### config.mk
export PLATFORM = sky130hd
export DESIGN_NAME = vbfs_gather
export DESIGN_NICKNAME = d
export VERILOG_FILES = /design/src/rtl/vbfs_gather.sv
export SDC_FILE = /design/constraint.sdc
export NUM_CORES = 1
export LEC_CHECK = 0
export BUFFER_PORTS_ARGS = -buffer_cell sky130_fd_sc_hd__buf_2
export CAP_MARGIN = 25
export CELL_PAD_IN_SITES_DETAIL_PLACEMENT = 1
export CELL_PAD_IN_SITES_GLOBAL_PLACEMENT = 2
export CORE_MARGIN = 2
export CORE_UTILIZATION = 42
export DETAILED_ROUTE_END_ITERATION = 8
export MAX_ROUTING_LAYER = met4
export PLACE_DENSITY_LB_ADDON = 0.1
export SETUP_SLACK_MARGIN = 0.3
export SLEW_MARGIN = 20
export SYNTH_ARGS = -nofsm -noshare
export SYNTH_HDL_FRONTEND = slang
export SYNTH_SLANG_ARGS = --single-unit
### constraint.sdc
create_clock -name sys_clk -period 4.9 [get_ports sys_clk]
set_clock_uncertainty 0.15 [all_clocks]
set_input_delay 0.735 -clock sys_clk [delete_from_list [all_inputs] [get_ports sys_clk]]
set_output_delay 0.735 -clock sys_clk [all_outputs]
set_load 0.02 [all_outputs]
### src/rtl/vbfs_gather.sv
// VBFS gather stage: owns the per-node BFS state memory, marks newly reached nodes from
// incoming messages, and on a barrier streams every active node to the apply stage.
module vbfs_gather #(
    parameter int NUM_NODES  = 16,
    parameter int ADDR_WIDTH = 4,
    parameter int ROOT       = 0
) (
    input  logic        sys_clk,
    input  logic        sys_rst,
    input  logic        msg_valid,
    input  logic [31:0] msg_dest,
    input  logic [31:0] msg_sender,
    input  logic [1:0]  msg_round,
    input  logic        msg_barrier,
    output logic        msg_ack,
    output logic [31:0] nodeid_out,
    output logic [31:0] state_out_parent,
    output logic        state_out_active,
    output logic        state_out_valid,
    output logic        valid_out,
    output logic [1:0]  round_out,
    output logic        barrier_out,
    input  logic        apply_ready,
    input  logic [31:0] wb_nodeid,
    input  logic [31:0] wb_parent,
    input  logic        wb_active,
    input  logic        wb_valid,
    output logic        wb_ack
);

    localparam int CW = ADDR_WIDTH + 1;
    localparam logic [CW-1:0] LAST_ADDR  = CW'(NUM_NODES - 1);
    localparam logic [CW-1:0] END_ADDR   = CW'(NUM_NODES);
    localparam logic [CW-1:0] ROOT_ADDR  = CW'(ROOT);
    localparam logic [33:0]   ROOT_ENTRY = {2'b11, 32'(ROOT)};

    typedef enum logic [1:0] {
        S_INIT,
        S_GATHER_RD,
        S_GATHER_WR,
        S_SCAN
    } state_t;

    state_t state, state_next;

    // Entry layout: [33] visited, [32] active, [31:0] parent.
    logic [33:0]           mem [NUM_NODES];
    logic [33:0]           rd_data;
    logic [ADDR_WIDTH-1:0] rd_addr;
    logic [ADDR_WIDTH-1:0] rd_addr_q;
    logic                  rd_pend;

    logic [CW-1:0]         addr_cnt;
    logic [ADDR_WIDTH-1:0] cap_dest;
    logic [31:0]           cap_sender;
    logic                  cap_oor;
    logic [1:0]            round_q;

    logic [ADDR_WIDTH-1:0] fifo_addr [2];
    logic [33:0]           fifo_ent  [2];
    logic [1:0]            fifo_cnt;

    logic                  a_we;
    logic [ADDR_WIDTH-1:0] a_addr;
    logic [33:0]           a_wdata;
    logic                  b_we;
    logic                  scan_issue;
    logic                  push;
    logic                  pop;
    logic                  head_valid;
    logic                  scan_done;
    logic [2:0]            occ;

    assign head_valid = (fifo_cnt != 2'd0);
    assign push       = (state == S_SCAN) && rd_pend && rd_data[32];
    assign pop        = (state == S_SCAN) && head_valid && apply_ready;
    assign scan_done  = (state == S_SCAN) && (addr_cnt == END_ADDR) && !rd_pend && !head_valid;

    // Occupancy the FIFO would reach if every outstanding read returned active; a pop in
    // this cycle frees a slot, which is what keeps a full-rate stream going.
    assign occ = {1'b0, fifo_cnt} + {2'b00, rd_pend} - {2'b00, pop};

    always_comb begin
        state_next = state;
        msg_ack    = 1'b0;
        a_we       = 1'b0;
        a_addr     = '0;
        a_wdata    = '0;
        rd_addr    = '0;
        scan_issue = 1'b0;
        case (state)
            S_INIT: begin
                a_we    = 1'b1;
                a_addr  = addr_cnt[ADDR_WIDTH-1:0];
                a_wdata = (addr_cnt == ROOT_ADDR) ? ROOT_ENTRY : '0;
                if (addr_cnt == LAST_ADDR) state_next = S_GATHER_RD;
            end
            S_GATHER_RD: begin
                msg_ack = msg_valid;
                rd_addr = msg_dest[ADDR_WIDTH-1:0];
                if (msg_valid) state_next = msg_barrier ? S_SCAN : S_GATHER_WR;
            end
            S_GATHER_WR: begin
                a_addr     = cap_dest;
                a_wdata    = {2'b11, cap_sender};
                a_we       = !rd_data[33] && !cap_oor;
                state_next = S_GATHER_RD;
            end
            S_SCAN: begin
                rd_addr    = addr_cnt[ADDR_WIDTH-1:0];
                scan_issue = (addr_cnt != END_ADDR) && (occ <= 3'd1);
                if (scan_done && apply_ready) state_next = S_GATHER_RD;
            end
            default: state_next = S_INIT;
        endcase
    end

    assign wb_ack = (state != S_INIT);
    assign b_we   = wb_valid && wb_ack && (wb_nodeid < 32'(NUM_NODES));

    assign valid_out        = head_valid || scan_done;
    assign barrier_out      = scan_done;
    assign round_out        = round_q;
    assign nodeid_out       = head_valid ? {{(32-ADDR_WIDTH){1'b0}}, fifo_addr[0]} : '0;
    assign state_out_parent = head_valid ? fifo_ent[0][31:0] : '0;
    assign state_out_active = head_valid && fifo_ent[0][32];
    assign state_out_valid  = head_valid && fifo_ent[0][33];

    always_ff @(posedge sys_clk) begin
        if (sys_rst) begin
            state      <= S_INIT;
            addr_cnt   <= '0;
            rd_pend    <= 1'b0;
            fifo_cnt   <= 2'd0;
            round_q    <= 2'd0;
            cap_dest   <= '0;
            cap_sender <= '0;
            cap_oor    <= 1'b0;
        end else begin
            state   <= state_next;
            rd_pend <= scan_issue;
            case (state)
                S_INIT: addr_cnt <= (addr_cnt == LAST_ADDR) ? '0 : addr_cnt + 1'b1;
                S_GATHER_RD: begin
                    if (msg_valid) begin
                        cap_dest   <= msg_dest[ADDR_WIDTH-1:0];
                        cap_sender <= msg_sender;
                        cap_oor    <= (msg_dest >= 32'(NUM_NODES));
                        if (msg_barrier) begin
                            round_q  <= msg_round;
                            addr_cnt <= '0;
                        end
                    end
                end
                S_SCAN: if (scan_issue) addr_cnt <= addr_cnt + 1'b1;
                default: ;
            endcase
            case ({push, pop})
                2'b10:   fifo_cnt <= fifo_cnt + 2'd1;
                2'b01:   fifo_cnt <= fifo_cnt - 2'd1;
                default: ;
            endcase
        end
    end

    // Skid FIFO payload: slot 0 is always the head, slot 1 shifts forward on a pop.
    always_ff @(posedge sys_clk) begin
        rd_addr_q <= rd_addr;
        case ({push, pop})
            2'b10: begin
                if (fifo_cnt == 2'd0) begin
                    fifo_addr[0] <= rd_addr_q;
                    fifo_ent[0]  <= rd_data;
                end else begin
                    fifo_addr[1] <= rd_addr_q;
                    fifo_ent[1]  <= rd_data;
                end
            end
            2'b01: begin
                fifo_addr[0] <= fifo_addr[1];
                fifo_ent[0]  <= fifo_ent[1];
            end
            2'b11: begin
                if (fifo_cnt == 2'd1) begin
                    fifo_addr[0] <= rd_addr_q;
                    fifo_ent[0]  <= rd_data;
                end else begin
                    fifo_addr[0] <= fifo_addr[1];
                    fifo_ent[0]  <= fifo_ent[1];
                    fifo_addr[1] <= rd_addr_q;
                    fifo_ent[1]  <= rd_data;
                end
            end
            default: ;
        endcase
    end

    // Port B is written last so a write-back overrides a gather write to the same node.
    always_ff @(posedge sys_clk) begin
        rd_data <= mem[rd_addr];
        if (a_we) mem[a_addr] <= a_wdata;
        if (b_we) mem[wb_nodeid[ADDR_WIDTH-1:0]] <= {1'b1, wb_active, wb_parent};
    end

endmodule

* After elaboration in Yosys (flattened, before gate mapping) *
Memories as Yosys holds them, arrays and structs flattened. A register that Yosys moved wholly into a read port is not among the register bits.
Index checks and enable logic that the tools add are counted.

storage, ports and cells
  register bits = 53
  logic and storage cells = 119
  memories kept = 3
  input port bits = 137
  output and inout port bits = 72
  bits in writable memories = 620

memory list
  memory     words  bits a word  read ports  clocked after memory_dff  wr ports  line  RTL
  mem        16     34           1           1                         2         47    logic [33:0] mem [NUM_NODES];
  fifo_ent   2      34           2           0                         2         60    logic [33:0] fifo_ent [2];
  fifo_addr  2      4            2           0                         2         59    logic [ADDR_WIDTH-1:0] fifo_addr [2];

operators by class
  eq/ne operators = 15
  reduce and logical (&&, ||, !) cells = 30
  bitwise logic cells = 8
  $lt $le $gt $ge = 3
  add/sub/neg operators = 5
  muxes and demuxes = 46

operators with widths
  kind                                                          number
  2-to-1 mux 34 bit                                             5
  case mux 34 bit (2 select lines)                              1
  >= comparator 32 x 5 -> 1 bit (second input constant)         1
  less-than comparator 32 x 5 -> 1 bit (second input constant)  1
  2-to-1 mux 32 bit                                             1
  2-to-1 mux 1 bit                                              21
  2-to-1 mux 4 bit                                              5
  2-to-1 mux 5 bit                                              4
  case mux 4 bit (2 select lines)                               2
  case mux 5 bit (3 select lines)                               1
  logical AND 1 bit                                             14
  == test 2 bit (second input constant)                         4
  != test 2 bit (second input constant)                         4
  OR 1 bit                                                      8
  case mux 2 bit (4 select lines)                               1
  == test 2 x 1 -> 1 bit (second input constant)                3
  2-to-1 mux 2 bit                                              3
  AND reduction 3 bit                                           2
  nonzero test 2 bit                                            3
  adder 5 x 1 -> 5 bit (second input constant)                  1
  == test 5 x 4 -> 1 bit (second input constant)                1
  == test 5 bit (second input constant)                         1
  logical NOT 5 bit                                             1
  != test 5 bit (second input constant)                         1
  14 further kinds                                              18

* Depth between registers and ports, before layout *
  depth after elaboration = 9
  depth in mapped cells = 16
  depth with buffers taken out = 14

* Worst setup path after synthesis *
No wires, ideal clock.

  kind = in2reg
  start point = input apply_ready
  end point = memory fifo_addr[1][0], in the netlist fifo_addr[0][4] (enable)
  setup slack = 1.141 ns
  arrival time = 3.176 ns
  stages = 7
  setup time = 0.433 ns
  required time = 4.317 ns
  path buffers = 0
  path through = nand2_1 > or2_2 > inv_1 > ha_1 > nor3b_1 > a21oi_1 > nor2_1

RTL lines
  item                line  RTL
  start: declaration  23    input logic apply_ready,
  end: declaration    59

==> impl_metrics.json <==
{
  "crit_arrival_ns": 4.16,
  "hpwl_um": 103000,
  "grt_first_pass_wirelength_um": 227000,
  "switching_share_pct": 24.5,
  "num_rows": 109,
  "startpoint_type": "flip-flop",
  "synth_xor_area_share_pct": 0.0703,
  "pwr-share-comb_pct": 5.7,
  "async_reset_ff_share_pct": 0,
  "n_fill_cell": 9267,
  "clockPowerShare_pct": 45.2,
  "dieWidth_um": 302,
  "ir_drop_mv": 0.247,
  "hp-class": "in2reg",
  "vias_per_cell": 6.60,
  "maxSlewViolCount": 0,
  "hold_viol": 0,
  "syn_area_mm2": 0.0374,
  "cts.sinks": 707,
  "power_frac_seq_pct": 49.1,
  "finalWorstPathRequiredPeriod_ns": 3.93,
  "h-tree-depth": 3,
  "grt_pass1_vias": 30432,
  "tns_ns": 0,
  "synth_top_family_by_area": "multiplexers",
  "drv_cap": 0,
  "drive_above_1_share_pct": 26.6,
  "crit_fanout": 36,
  "synth_adder_area_share_pct": 0.422,
  "synthFlopType": "edfxtp_1",
  "synth_compound_gate_area_share_pct": 13.2,
  "ys_seq_area_share_pct": 54.0,
  "core_mm2": 0.0884,
  "drtAntennaViolNets": 0,
  "muxShareOfSynthArea_pct": 14.6,
  "yosys.area_share.simple_pct": 12.2,
  "leakage_nw": 14.6,
  "cts_hold_buf": 0,
  "final_common_cell": "edfxtp_1",
  "drt-initial-drc-count": 3602,
  "antenna_found_initial": 11,
  "finalPower_mw": 13.7,
  "ctsResizeCount": 0,
  "post-route-drc-count": 0,
  "grt-ovfl-total": 0,
  "status": "complete, no violations",
  "rsz0062_at_grt": "false",
  "mostFrequentLayoutCells": "edfxtp_1, mux2_2, nor2_1",
  "vias": 29700,
  "ys_warn_count": 0,
  "cts-root-buf": "clkbuf_16",
  "finalNetCount": 3408,
  "avgSynthCellArea_um2": 11.6,
  "boundaryPins": 209,
  "grtUsageTotal_pct": 35.8,
  "detail_route.wl_per_cell_um": 35.4,
  "setup_viol": 0,
  "place_congestion": 0.912,
  "worst_ep_required_time_ns": 5.13,
  "firstDrtPassIters": 5,
  "die-area_mm2": 0.0915,
  "clk_latency_ns": 0.66,
  "clock_path_buffers": 3,
  "internal_power_mw": 10.4,
  "die_y_um": 302,
  "slew-limit-headroom_pct": 28.3,
  "synth_edf_count": 604,
  "path_clk_slew_ns": 0.06,
  "cts_tree": "done",
  "tightest_slew_ns": 1.08,
  "port_buffers": 180,
  "min_period_over_period_pct": 80.1,
  "area_growth_pct": 12.2,
  "path_class": "reg2reg",
  "postSynthCellCount": 3215,
  "synth_seq_cells": 707,
  "post_cts_buffers": 0,
  "grt_max_degree": 88,
  "synth.distinct_cells": 66,
  "cts_buffers": 83,
  "p_sw_mw": 3.36,
  "initial_utilization_pct": 42.3,
  "powerDensity_mw_per_mm2": 327,
  "max_freq_mhz": 255,
  "routed_wl_um": 159000,
  "crit_path_end_kind": "flip-flop"
}
## sequential cells by signal, summed over array words and instances (netlist names)
name and flops:
round_out 2, rd_data 34, fifo_cnt 2, cap_sender 32, rd_pend 1, addr_cnt 5, mem 544, rd_addr_q 4
cap_dest 4, fifo_addr 8, fifo_ent 68, cap_oor 1, state 2
## layer usage
layer | track usage (%) | vias up | routed length (µm)
met1 | 45.9 | 15397 | 63300
li1 | - | 12330 | -
met2 | 54.9 | 1600 | 72500
met5 | - | - | 0
met3 | 6.49 | 373 | 14300
met4 | 17.2 | 0 | 9440
## cell type report
type / count / area (µm²) / share of cell area (%)
inverters: 15 / 66.3 / 0.158
well taps: 1165 / 1460 / 3.47
multi-input cells: 2132 / 15400 / 36.7
repair buffers: 320 / 2150 / 5.13
flip-flops and latches: 707 / 20200 / 48.1
clock inverters: 37 / 328 / 0.781
clock buffers: 114 / 2340 / 5.59
diodes: 9 / 22.5 / 0.0537
## power groups by stage
stage	sequential, mW	clock (mW)	combinational [mW]
floorplan	6.80	0	0.395
global placement	6.85	0	0.748
detailed placement	6.86	0	0.757
CTS	6.73	6.26	0.762
global route	6.75	6.47	0.812
finish	6.74	6.21	0.784
## Yosys cell counts, drive strengths merged, types with 3 or more instances
library cell,count,area [µm²]
a21boi,25,188
o22a,25,219
o31ai,109,818
nand3,80,523
a32o,123,1230
nand2b,3,18.8
and2,11,68.8
o2bb2ai,9,78.8
a211oi,72,546
nand4,107,669
nand3b,13,97.6
nor3,4,25.0
o21ai,114,571
edfxtp,604,18100
nor2,349,1310
nor4,15,106
mux2,376,4240
and3,63,394
mux2i,122,1220
a21oi,62,318
o22ai,50,313
nand2,199,767
inv,15,56.3
a32oi,18,158
buf,201,1310
a211o,30,263
nor2b,45,282
or3b,19,166
a2bb2oi,9,78.8
clkbuf,187,703
o211ai,14,105
dfxtp,103,2060
or3,9,56.3
ha,11,138
## per-stage QoR
step           setup WS [ns]  utilization [%]  cells  hold WS, ns  instance area [µm²]
3_3_place_gp            1.10             44.4   4337        0.260                39200
3_5_place_dp            1.08             44.4   4338        0.267                39300
2_1_floorplan           1.14                -   3242        0.253                37500
4_1_cts                 1.07             47.4   4489        0.149                41900
5_1_grt                0.750             47.5   4495        0.163                42000
6_report               0.975             47.5   4499        0.171                42000
## cells by family after synthesis
| family | Yosys count |
|---|---|
| and+or+nand+nor | 927 |
| DFF | 707 |
| AOI/OAI and AO/OA | 664 |
| muxes | 498 |
| buffers and inverters | 403 |
| adders and majority gates | 12 |
| xor gates and xnor gates | 3 |
| other | 1 |
## worst paths after layout
path	from	endpoint	slack, ns	depth (start not counted)
hold / removal	msg_sender[10]	cap_sender[10]	0.17	3
setup reg to reg	state[1]	mem[12][5]	0.97	6
setup / recovery	state[1]	mem[12][5]	0.97	6
hold reg to reg	rd_addr_q[1]	fifo_addr[0][5]	0.28	0
## critical path: stages, from the launching register on
cell	delay, ns
dfxtp_2	0.76
buf_4	0.55
inv_1	0.27
nor2_2	0.15
buf_4	0.50
nand2_1	0.59
o31ai_1	0.62
Power figures use the tool's default switching activity.
